### src/rtl/alu_pkg.sv
`default_nettype none
// +----------------------------------------------------------------+
// | alu_pkg: ALU operation codes and ALUOp class encodings          |
// | Rev 1.0                                                        |
// +----------------------------------------------------------------+
package alu_pkg;

  localparam int OPCODE_LENGTH = 4;

  localparam logic [3:0] OP_AND = 4'b0000;
  localparam logic [3:0] OP_OR  = 4'b0001;
  localparam logic [3:0] OP_ADD = 4'b0010;
  localparam logic [3:0] OP_XOR = 4'b0011;
  localparam logic [3:0] OP_SLL = 4'b0100;
  localparam logic [3:0] OP_SRL = 4'b0101;
  localparam logic [3:0] OP_SUB = 4'b0110;
  localparam logic [3:0] OP_SLT = 4'b0111;
  localparam logic [3:0] OP_EQ  = 4'b1000;

  localparam logic [1:0] ALUOP_LDST   = 2'b00;
  localparam logic [1:0] ALUOP_BRANCH = 2'b01;
  localparam logic [1:0] ALUOP_RTYPE  = 2'b10;
  localparam logic [1:0] ALUOP_ITYPE  = 2'b11;

  localparam logic [6:0] F7_ZERO = 7'b0000000;
  localparam logic [6:0] F7_ALT  = 7'b0100000;

endpackage
`default_nettype wire

### src/rtl/alu_op_decode.sv
`default_nettype none
// +----------------------------------------------------------------+
// | alu_op_decode: combinational ALUOp/funct -> Operation, Illegal  |
// | Rev 1.0                                                        |
// +----------------------------------------------------------------+
module alu_op_decode
  import alu_pkg::*;
#(
  parameter int OPCODE_LENGTH = alu_pkg::OPCODE_LENGTH
) (
  input  logic [1:0]               ALUOp,
  input  logic [2:0]               Funct3,
  input  logic [6:0]               Funct7,
  output logic [OPCODE_LENGTH-1:0] Operation,
  output logic                     Illegal
);

  logic [3:0] w_op;
  logic       w_ill;

  // Unsupported combinations fall back to ADD with Illegal raised
  always_comb begin
    w_op  = OP_ADD;
    w_ill = 1'b0;
    case (ALUOp)
      ALUOP_LDST: w_op = OP_ADD;
      ALUOP_BRANCH: begin
        case (Funct3)
          3'b000, 3'b001: w_op = OP_EQ;
          3'b100, 3'b101: w_op = OP_SLT;
          3'b110, 3'b111: w_op = OP_SUB;
          default:        w_ill = 1'b1;
        endcase
      end
      ALUOP_RTYPE: begin
        if (Funct3 == 3'b000 && Funct7 == F7_ALT) begin
          w_op = OP_SUB;
        end else if (Funct7 != F7_ZERO) begin
          w_ill = 1'b1;
        end else begin
          case (Funct3)
            3'b000:  w_op = OP_ADD;
            3'b111:  w_op = OP_AND;
            3'b110:  w_op = OP_OR;
            3'b100:  w_op = OP_XOR;
            3'b010:  w_op = OP_SLT;
            3'b001:  w_op = OP_SLL;
            3'b101:  w_op = OP_SRL;
            default: w_ill = 1'b1;
          endcase
        end
      end
      default: begin
        case (Funct3)
          3'b000: w_op = OP_ADD;
          3'b111: w_op = OP_AND;
          3'b110: w_op = OP_OR;
          3'b100: w_op = OP_XOR;
          3'b010: w_op = OP_SLT;
          3'b001: if (Funct7 == F7_ZERO) w_op = OP_SLL; else w_ill = 1'b1;
          3'b101: if (Funct7 == F7_ZERO) w_op = OP_SRL; else w_ill = 1'b1;
          default: w_ill = 1'b1;
        endcase
      end
    endcase
  end

  assign Operation = OPCODE_LENGTH'(w_op);
  assign Illegal   = w_ill;

endmodule
`default_nettype wire

### src/rtl/alu_ctrl_stage.sv
`default_nettype none
// +----------------------------------------------------------------+
// | alu_ctrl_stage: ALU control decode behind a 2-entry skid buffer |
// | Rev 1.0                                                        |
// +----------------------------------------------------------------+
module alu_ctrl_stage
  import alu_pkg::*;
#(
  parameter int OPCODE_LENGTH = alu_pkg::OPCODE_LENGTH,
  parameter int CNT_WIDTH     = 8
) (
  input  logic                     clk,
  input  logic                     rst_n,
  input  logic                     in_valid,
  output logic                     in_ready,
  input  logic [1:0]               ALUOp,
  input  logic [2:0]               Funct3,
  input  logic [6:0]               Funct7,
  output logic                     out_valid,
  input  logic                     out_ready,
  output logic [OPCODE_LENGTH-1:0] Operation,
  output logic                     Illegal,
  output logic [CNT_WIDTH-1:0]     illegal_count
);

  logic [OPCODE_LENGTH-1:0] w_dec_op;
  logic                     w_dec_ill;
  logic                     w_accept;
  logic                     w_consume;

  logic                     r_in_ready;
  logic                     r_out_valid;
  logic [OPCODE_LENGTH-1:0] r_out_op;
  logic                     r_out_ill;
  logic                     r_skid_valid;
  logic [OPCODE_LENGTH-1:0] r_skid_op;
  logic                     r_skid_ill;
  logic [CNT_WIDTH-1:0]     r_cnt;

  alu_op_decode #(
    .OPCODE_LENGTH(OPCODE_LENGTH)
  ) u_decode (
    .ALUOp    (ALUOp),
    .Funct3   (Funct3),
    .Funct7   (Funct7),
    .Operation(w_dec_op),
    .Illegal  (w_dec_ill)
  );

  assign w_accept  = in_valid & r_in_ready;
  assign w_consume = r_out_valid & out_ready;

  // in_ready is only ever low while the skid holds an entry, so no accept can
  // coincide with a full skid.
  always_ff @(posedge clk or negedge rst_n) begin
    if (!rst_n) begin
      r_in_ready   <= 1'b0;
      r_out_valid  <= 1'b0;
      r_out_op     <= '0;
      r_out_ill    <= 1'b0;
      r_skid_valid <= 1'b0;
      r_skid_op    <= '0;
      r_skid_ill   <= 1'b0;
    end else begin
      if (r_skid_valid) begin
        if (w_consume) begin
          r_out_op     <= r_skid_op;
          r_out_ill    <= r_skid_ill;
          r_skid_valid <= 1'b0;
          r_in_ready   <= 1'b1;
        end else begin
          r_in_ready   <= 1'b0;
        end
      end else if (w_accept) begin
        if (!r_out_valid || w_consume) begin
          r_out_valid <= 1'b1;
          r_out_op    <= w_dec_op;
          r_out_ill   <= w_dec_ill;
          r_in_ready  <= 1'b1;
        end else begin
          r_skid_valid <= 1'b1;
          r_skid_op    <= w_dec_op;
          r_skid_ill   <= w_dec_ill;
          r_in_ready   <= 1'b0;
        end
      end else begin
        if (w_consume) r_out_valid <= 1'b0;
        r_in_ready <= 1'b1;
      end
    end
  end

  always_ff @(posedge clk or negedge rst_n) begin
    if (!rst_n) begin
      r_cnt <= '0;
    end else if (w_accept && w_dec_ill && (r_cnt != {CNT_WIDTH{1'b1}})) begin
      r_cnt <= r_cnt + {{(CNT_WIDTH-1){1'b0}}, 1'b1};
    end
  end

  assign in_ready      = r_in_ready;
  assign out_valid     = r_out_valid;
  assign Operation     = r_out_op;
  assign Illegal       = r_out_ill;
  assign illegal_count = r_cnt;

endmodule
`default_nettype wire

### config.mk
export PLATFORM = sky130hd
export DESIGN_NAME = alu_ctrl_stage
export DESIGN_NICKNAME = d
export VERILOG_FILES = /design/src/rtl/alu_pkg.sv /design/src/rtl/alu_op_decode.sv /design/src/rtl/alu_ctrl_stage.sv
export SDC_FILE = /design/constraint.sdc
export NUM_CORES = 1
export LEC_CHECK = 0
export ABC_AREA = 1
export BUFFER_PORTS_ARGS = -buffer_cell sky130_fd_sc_hd__buf_2
export CAP_MARGIN = 5
export CELL_PAD_IN_SITES_DETAIL_PLACEMENT = 0
export CELL_PAD_IN_SITES_GLOBAL_PLACEMENT = 1
export CORE_ASPECT_RATIO = 2
export CORE_MARGIN = 4
export CORE_UTILIZATION = 40
export CTS_BUF_LIST = sky130_fd_sc_hd__clkbuf_16
export DETAILED_ROUTE_END_ITERATION = 10
export PLACE_DENSITY = 0.87
export SLEW_MARGIN = 20
export SYNTH_ARGS = -nofsm -noshare
export SYNTH_HDL_FRONTEND = slang
export SYNTH_HIERARCHICAL = 1
export SYNTH_SLANG_ARGS = --single-unit
### constraint.sdc
create_clock -name clk -period 3.6 [get_ports clk]
set_clock_uncertainty 0.15 [all_clocks]
set_input_delay 0.36 -clock clk [delete_from_list [all_inputs] [get_ports clk]]
set_output_delay 0.36 -clock clk [all_outputs]
set_load 0.02 [all_outputs]
==> results_dict.tcl, run 1 <==
set metrics [dict create \
    cts-root-buf "clkbuf_16" \
    tightest_slew_ns 0.454 \
    yosysWarnings 6 \
    multiInputGateArea_um2 682 \
    cts_buffers 3 \
    power.total_uw 895 \
    floorplan.die.width_um 48.3 \
    clock_sinks 21 \
    synth_cells 187 \
    drive_gt1_frac 0.240 \
    place.gp.congestion 0.802 \
    coreArea_um2 3160 \
    area_growth_pct 21.1 \
    maxSlewHeadroom 0.697 \
    grt_pass1_vias 1202 \
    dieArea_um2 4270 \
    grt_max_degree 22 \
    antenna_found_initial 0 \
    ys_seq_area_frac 0.405 \
    route.detailed.drc 0 \
    clkSlewWorstSetupHoldPaths_ns 0.06 \
    tns_ns 0 \
    setup_viol 0 \
    num_vias 1237 \
    crit_path_start_kind "input port" \
    end_kind "flop" \
    arrival_ns 1.60 \
    min_period_ns 1.60 \
    placed_area_um2 1480 \
    fmax_mhz 625 \
    crit_path_max_fanout 9 \
    wl_per_cell_um 11.2 \
    vdd.ir_drop.worst_v 0.000214 \
    io-pin-count 31 \
    regArea_um2 526 \
    ys_types 24 \
    syn_nets 204 \
    stdcell_count 252 \
    status "completed" \
    postRouteAntennaNets 0 \
    hp-class "in -> reg" \
    cts_hold_buffers 1 \
    power.leakage_uw 0.000843 \
    vias_per_cell 4.91 \
    drt_iter0_drc 19 \
    p_per_area_nw_per_um2 570 \
    cts_tree "done" \
    hold_viol 0 \
    die_h_um 88.5 \
    drv_cap 0 \
    drv_slew 0 \
    syn_area_um2 1300 \
    finalCritPeriodShare 0.444 \
    rsz0062_at_grt "no" \
    postCtsSetupBuffers 0 \
    diodes 0 \
    final_area_um2 1570 \
    synth.avg_cell_area_um2 6.93 \
    overflow 0 \
    row_count 29 \
    initial_core_util 0.411 \
    grt_pass1_wl_mm 4.83 \
    drt_wl_total_mm 2.82 \
    clk_path_buf_depth 2 \
    cp.required_ns 3.60 \
    dr.pass1.iters 4 \
    clk_latency_ns 0.25 \
    numPortBuffers 30 \
    fin_nets 239 \
    cts_resized 0 \
    synth_seq_cells 21 \
    dpl.cell_count 247 \
    worstSetupPathType "in -> reg" \
    hpwl_mm 2.24 \
    htreeDepth 1 \
    fill_cells 334 \
    grt_use_total 0.151 \
]
==> routing by layer <==
layer	vias up	wire, um	share of wire	track usage
li1	653	-	-	-
met1	536	1100	0.39	0.160
met2	38	1470	0.52	0.274
met3	10	150	0.053	0.0204
met4	0	99	0.035	0.0662
met5	-	0	0	0
==> final timing paths <==
path	from	end	slack [ns]	cells after the start
setup / recovery	Funct7[4]	illegal_count[5]	2.00	13
hold / removal	out_ready	out_valid	0.26	4
setup reg to reg	illegal_count[0]	illegal_count[5]	2.08	8
hold reg to reg	r_skid_op[3]	r_skid_op[3]	0.34	2
max in group asynchronous	rst_n	r_skid_ill	2.54	2
min in group asynchronous	rst_n	illegal_count[2]	0.44	2
==> cell usage in the layout (no fill, tap or decap), drive strengths merged <==
master,instances
a21oi,5
buf,30
clkbuf,3
clkinv,1
dfrtp,21
dlygate4sd3,1
ha,1
inv,22
nand2,80
nand3,11
nand4,2
nor2,20
nor3,2
o21ai,19
xnor2,1
xor2,2
==> final cells by class <==
class | count | area share
well taps | 31 | 0.0247
flip-flops and latches | 21 | 0.335
clock buffers | 3 | 0.0478
clock inverters | 1 | 0.00239
repair buffers | 31 | 0.102
inverters | 22 | 0.0542
multi-input cells | 143 | 0.434
==> metrics by stage <==
step                      setup WS (ns)  utilization  hold WS (ns)
after global routing               1.87        0.497         0.283
after CTS                          1.99        0.497         0.270
after detailed placement           1.73        0.469         0.184
final                              2.00        0.497         0.265
after floorplan                    2.03            -       -0.0856
after global placement             1.71        0.469         0.187
==> critical path, cell delays in order <==
cell,delay (ns)
buf_2,0.10
nor2_2,0.12
nand2_2,0.10
nor2_4,0.16
nand2_1,0.07
nand3_1,0.08
nand3_1,0.07
inv_1,0.11
nor2_1,0.11
nand2_4,0.14
inv_4,0.06
nand2_1,0.06
nand2_1,0.04
==> registers in the layout, summed over array words and instances (netlist names) <==
name	count
in_ready	1
r_skid_op	4
out_valid	1
r_skid_valid	1
Illegal	1
Operation	4
illegal_count	8
r_skid_ill	1
==> power breakdown <==
part	switching [uW]	total, uW	internal [uW]
Clock	79.6	227	148
Combinational	195	298	103
Sequential	63.9	370	306
Total	339	895	557
==> cell families after synthesis <==
family / Yosys count / share of synthesized area
buf+inv: 23 / 0.0685
fa+ha+maj: 1 / 0.00965
compound gates: 24 / 0.101
flops: 21 / 0.405
simple gates: 115 / 0.395
xor+xnor: 3 / 0.0203
==> Yosys cell counts <==
library cell / n / share of area
xnor2_1: 1 / 0.0068
nand4_2: 1 / 0.0097
a21oi_1: 4 / 0.015
nor3_1: 2 / 0.0077
clkinv_1: 1 / 0.0029
nand3_1: 11 / 0.042
nand2_2: 4 / 0.019
a21oi_2: 1 / 0.0068
ha_1: 1 / 0.0097
xor2_1: 2 / 0.014
inv_1: 16 / 0.046
nand2_4: 2 / 0.017
nor2_2: 2 / 0.0097
nor2_4: 3 / 0.026
inv_4: 1 / 0.0048
nand4_1: 1 / 0.0048
nand2_1: 74 / 0.21
o21ai_0: 16 / 0.062
dfrtp_1: 21 / 0.41
o21ai_2: 2 / 0.014
o21ai_1: 1 / 0.0039
nor2_1: 15 / 0.043
clkbuf_1: 1 / 0.0029
inv_2: 4 / 0.012
Power figures use the tool's default switching activity.
==> run 2, diff against run 1 <==
Settings changed: CORE_UTILIZATION 40 to 37, PLACE_DENSITY 0.87 to 0.81.
Clock period 3.6 ns to 1.5 ns, I/O delays scaled along.
==> run 2 against run 1 <==
Compared with the run above: register-to-register slack worse by 2.0 ns; sequential power up 130%; largest cell class unchanged; highest routed layer unchanged; wire length up 10%; global-route usage down 0.79 points.
==> results_dict.tcl, run 2 (synthesis gave the netlist of run 1 again) <==
set metrics [dict create \
    tns_ns 0 \
    status "completed" \
    swShare 0.375 \
    end_kind "flop" \
    final_cell_mix "74 x nand2_1, 30 x buf_2, 20 x dfrtp_1, 19 x buf_4" \
    die_h_um 91.7 \
    p_sw_uw 856 \
    grt_max_degree 22 \
    route.detailed.drc 0 \
    overflow 0 \
    crit_chain "ha_4 > nand2_2 > nor2_4 > nand2_2 > nand2_4 > inv_4 > nand2_1 > nand2_1" \
    finalCritPeriodShare 0.931 \
    multiInputGateArea_um2 703 \
    numPortBuffers 30 \
    clkSlewWorstSetupHoldPaths_ns 0.06 \
    drv_slew 0 \
    crit_path_max_fanout 5 \
    path_delay_family "simple AND/OR/NAND/NOR gates" \
    drt_wl_total_mm 3.11 \
    row_count 30 \
    worstSetupPathType "reg -> reg" \
    arrival_ns 1.39 \
    grt_use_total 0.144 \
    pwr-share-seq 0.377 \
    tightest_slew_ns 0.472 \
    hpwl_mm 2.50 \
    grt_pass1_wl_mm 5.11 \
    postRouteAntennaNets 0 \
    drt_iter0_drc 23 \
    crit_path_start_kind "flop" \
    power.total_uw 2280 \
    fill_cells 365 \
    io-pin-count 31 \
    fmax_mhz 716 \
    slowest_delay_ns 0.39 \
    area_growth_pct 34.1 \
    intPower_uw 1420 \
    diodes 0 \
    floorplan.die.width_um 49.9 \
    dr.pass1.iters 4 \
    cts-root-buf "clkbuf_16" \
    pwr-share-clk 0.245 \
    num_vias 1287 \
    final_util 0.514 \
    dpl.cell_count 266 \
    regArea_um2 527 \
    p_per_area_nw_per_um2 1310 \
    coreArea_um2 3380 \
    initial_core_util 0.384 \
    htreeDepth 1 \
    vias_per_cell 4.71 \
    power.leakage_uw 0.000934 \
    hold_viol 0 \
    path_buf_inv 1 \
    dieArea_um2 4570 \
    min_period_ns 1.40 \
    cts_buffers 3 \
    clk_path_buf_depth 2 \
    fin_hold_ws_ns 0.0558 \
    layout.cells.most_common "nand2_1" \
    grt_pass1_vias 1226 \
    clk_latency_ns 0.25 \
    drive_gt1_frac 0.320 \
    largest_reg_flops 8 \
    comb_power_share 0.379 \
    vdd.ir_drop.worst_v 0.000483 \
    antenna_found_initial 0 \
    crit_slowest_cell "dfrtp_1" \
    place.gp.congestion 0.799 \
    drv_cap 0 \
    fin_nets 259 \
    hp-class "in -> reg" \
    clock_sinks 21 \
    cts_tree "done" \
    maxSlewHeadroom 0.685 \
    cp.required_ns 1.49 \
    setup_viol 0 \
    rsz0062_at_grt "no" \
    wl_per_cell_um 11.4 \
    stdcell_count 273 \
]
==> run 2: through the flow <==
step | setup WS (ns) | cell area, um^2
final | 0.103 | 1740
after floorplan | 0.00619 | 1300
after global routing | 0.00889 | 1740
after global placement | -0.103 | 1620
after detailed placement | -0.112 | 1620
after CTS | 0.0881 | 1710
==> run 2: timing repair <==
item | CTS | global route
hold buffers | 1 | 0
buffers inserted | 0 | 1
gates resized for setup | 0 | 3
setup endpoints to repair | 0 | 5
hold endpoints to repair | 21 | 0
==> run 2: metal layers <==
layer | GRT usage | part of all wire | vias to the layer above
met5 | 0 | 0 | -
li1 | - | - | 695
met2 | 0.279 | 0.55 | 34
met3 | 0.0179 | 0.039 | 2
met4 | 0.0693 | 0.014 | 0
met1 | 0.142 | 0.39 | 556
==> run 2: worst reg2reg max path: stages, from the launching register on <==
cell and delay, ns:
dfrtp_1 0.39, ha_4 0.16, nand2_2 0.09, nor2_4 0.13
nand2_2 0.10, nand2_4 0.11, inv_4 0.05, nand2_1 0.06
nand2_1 0.05
==> run 2: final cells by class <==
type,count,area share
inverter,22,0.0490
timing repair buffer,50,0.174
clock buffer,3,0.0432
sequential,21,0.303
multi-input combinational,144,0.405
clock inverter,1,0.00288
tap,32,0.0230
==> run 2: power by group through the flow <==
stage / clock network (uW) / registers (uW) / logic, uW
global route: 589 / 888 / 968
detailed placement: 0 / 857 / 845
global placement: 0 / 854 / 843
finish: 558 / 859 / 864
CTS: 571 / 848 / 851
floorplan: 0 / 1010 / 368
==> run 2: path summary, 6_finish.rpt <==
check,endpoint,slack (ns),start,cells past startpoint
max in group asynchronous,illegal_count[0],0.61,rst_n,2
hold / removal,out_valid,0.06,out_ready,4
hold reg to reg,r_skid_op[0],0.33,r_skid_op[0],2
setup / recovery,illegal_count[5],0.10,illegal_count[1],8
setup reg to reg,illegal_count[5],0.10,illegal_count[1],8
min in group asynchronous,r_skid_ill,0.24,rst_n,2
==> run 3, diff against run 2 <==
Settings changed: CORE_ASPECT_RATIO 2 to 1.5, PLACE_DENSITY 0.81 to unset, PLACE_DENSITY_LB_ADDON set to 0.25.
==> run 3 against run 2 <==
Compared with the run above: register-to-register slack gained 0.03 ns; die area down 0.84%; utilization shrank 0.63 points; critical path type unchanged; largest cell class unchanged.
==> results_dict.tcl, run 3 (synthesis gave the netlist of run 1 again) <==
set metrics [dict create \
    clock_sinks 21 \
    worst_slack_ns 0.136 \
    largest_reg_flops 8 \
    fill_cells 354 \
    end_kind "flop" \
    dr.pass1.iters 4 \
    htreeDepth 1 \
    drive_gt1_frac 0.304 \
    numPortBuffers 30 \
    vdd.ir_drop.worst_v 0.000502 \
    tightest_slew_ns 0.469 \
    area_growth_pct 32.6 \
    vias_per_cell 4.70 \
    route.detailed.drc 0 \
    row_count 26 \
    power.total_uw 2250 \
    antenna_found_initial 0 \
    hold_viol 0 \
    status "completed" \
    drt_wl_total_mm 2.89 \
    worstSetupPathType "reg -> reg" \
    grt_pass1_wl_mm 5.09 \
    power.leakage_uw 0.000916 \
    clk_latency_ns 0.25 \
    coreArea_um2 3380 \
    arrival_ns 1.35 \
    crit_path_max_fanout 4 \
    grt_use_total 0.140 \
    crit_path_start_kind "flop" \
    overflow 0 \
    cts-root-buf "clkbuf_16" \
    drv_slew 0 \
    wl_per_cell_um 10.4 \
    hp-class "in -> reg" \
    r2r_slack_ns 0.14 \
    cts_tree "done" \
    grt_max_degree 22 \
    place.gp.congestion 0.801 \
    postRouteAntennaNets 0 \
    regArea_um2 527 \
    io-pin-count 31 \
    cts_buffers 3 \
    drt_iter0_drc 17 \
    finalCritPeriodShare 0.909 \
    maxSlewHeadroom 0.687 \
    floorplan.die.width_um 56.3 \
    dieArea_um2 4530 \
    initial_core_util 0.383 \
    fmax_mhz 733 \
    rsz0062_at_grt "no" \
    fin_nets 255 \
    p_per_area_nw_per_um2 1310 \
    dp_slack_ns -0.0906 \
    cp.required_ns 1.49 \
    clk_path_buf_depth 2 \
    multiInputGateArea_um2 703 \
    layout.cells.most_common "nand2_1" \
    diodes 0 \
    num_vias 1311 \
    setup_viol 0 \
    grt_pass1_vias 1266 \
    hpwl_mm 2.37 \
    min_period_ns 1.36 \
    clkSlewWorstSetupHoldPaths_ns 0.05 \
    drv_cap 0 \
    final_cell_mix "74 x nand2_1, 30 x buf_2, 20 x dfrtp_1, 17 x inv_1, 16 x o21ai_0" \
    die_h_um 80.5 \
]
## run 3: changes by cell type in the layout (fill, tap and decap cells not counted), sizes merged
cell,delta
clkinv,-1
inv,+1
buf,-4
## run 3: cell type report
type	count	area share
Inverter	22	0.0495
Sequential cell	21	0.306
Tap cell	42	0.0306
Clock inverter	1	0.00218
Timing Repair Buffer	46	0.159
Multi-Input combinational cell	144	0.409
Clock buffer	3	0.0437
## run 3: routing by layer
layer | vias to the layer above | GRT usage | wire length [um]
met3 | 9 | 0.0177 | 92
met4 | 0 | 0.0713 | 74
met1 | 584 | 0.150 | 1170
met2 | 27 | 0.263 | 1550
met5 | - | 0 | 0
li1 | 691 | - | -
## run 3: critical path: stages, from the launching register on
cell,delay [ns]
dfrtp_1,0.38
buf_4,0.14
nand3_1,0.12
nor3_1,0.26
nand2_1,0.08
nand2_1,0.06
nand2_1,0.05
## run 3: what timing repair did
action	in CTS	in global routing
hold endpoints to repair	21	0
hold buffers	1	0
setup buffers	0	0
gates resized for setup	0	3
setup endpoints to repair	0	6
## run 3: path summary, 6_finish.rpt
check / start / cells after the start / to
max: illegal_count[1] / 6 / illegal_count[7]
min: out_ready / 4 / out_valid
max reg2reg: illegal_count[1] / 6 / illegal_count[7]
min reg2reg: r_skid_op[3] / 2 / r_skid_op[3]
max in group asynchronous: rst_n / 2 / illegal_count[0]
min in group asynchronous: rst_n / 2 / illegal_count[4]
## run 3: through the flow
step / instance area (um^2) / instances / hold slack (ns) / TNS, ns / util
final: 1720 / 279 / 0.0687 / 0 / 0.508
after global routing: 1720 / 279 / 0.0948 / 0 / 0.508
after CTS: 1700 / 278 / 0.0734 / 0 / 0.502
after detailed placement: 1610 / 273 / -0.0178 / -0.488 / 0.476
after global placement: 1610 / 273 / -0.0194 / -0.354 / 0.476
after floorplan: 1300 / 187 / -0.296 / 0 / -
## run 3: report_power, final
part	internal, uW	switching [uW]	total [uW]	leakage [uW]
Clock	355	192	546	0.0000423
Combinational	320	516	837	0.000603
Sequential	737	131	867	0.000271
Total	1410	839	2250	0.000916
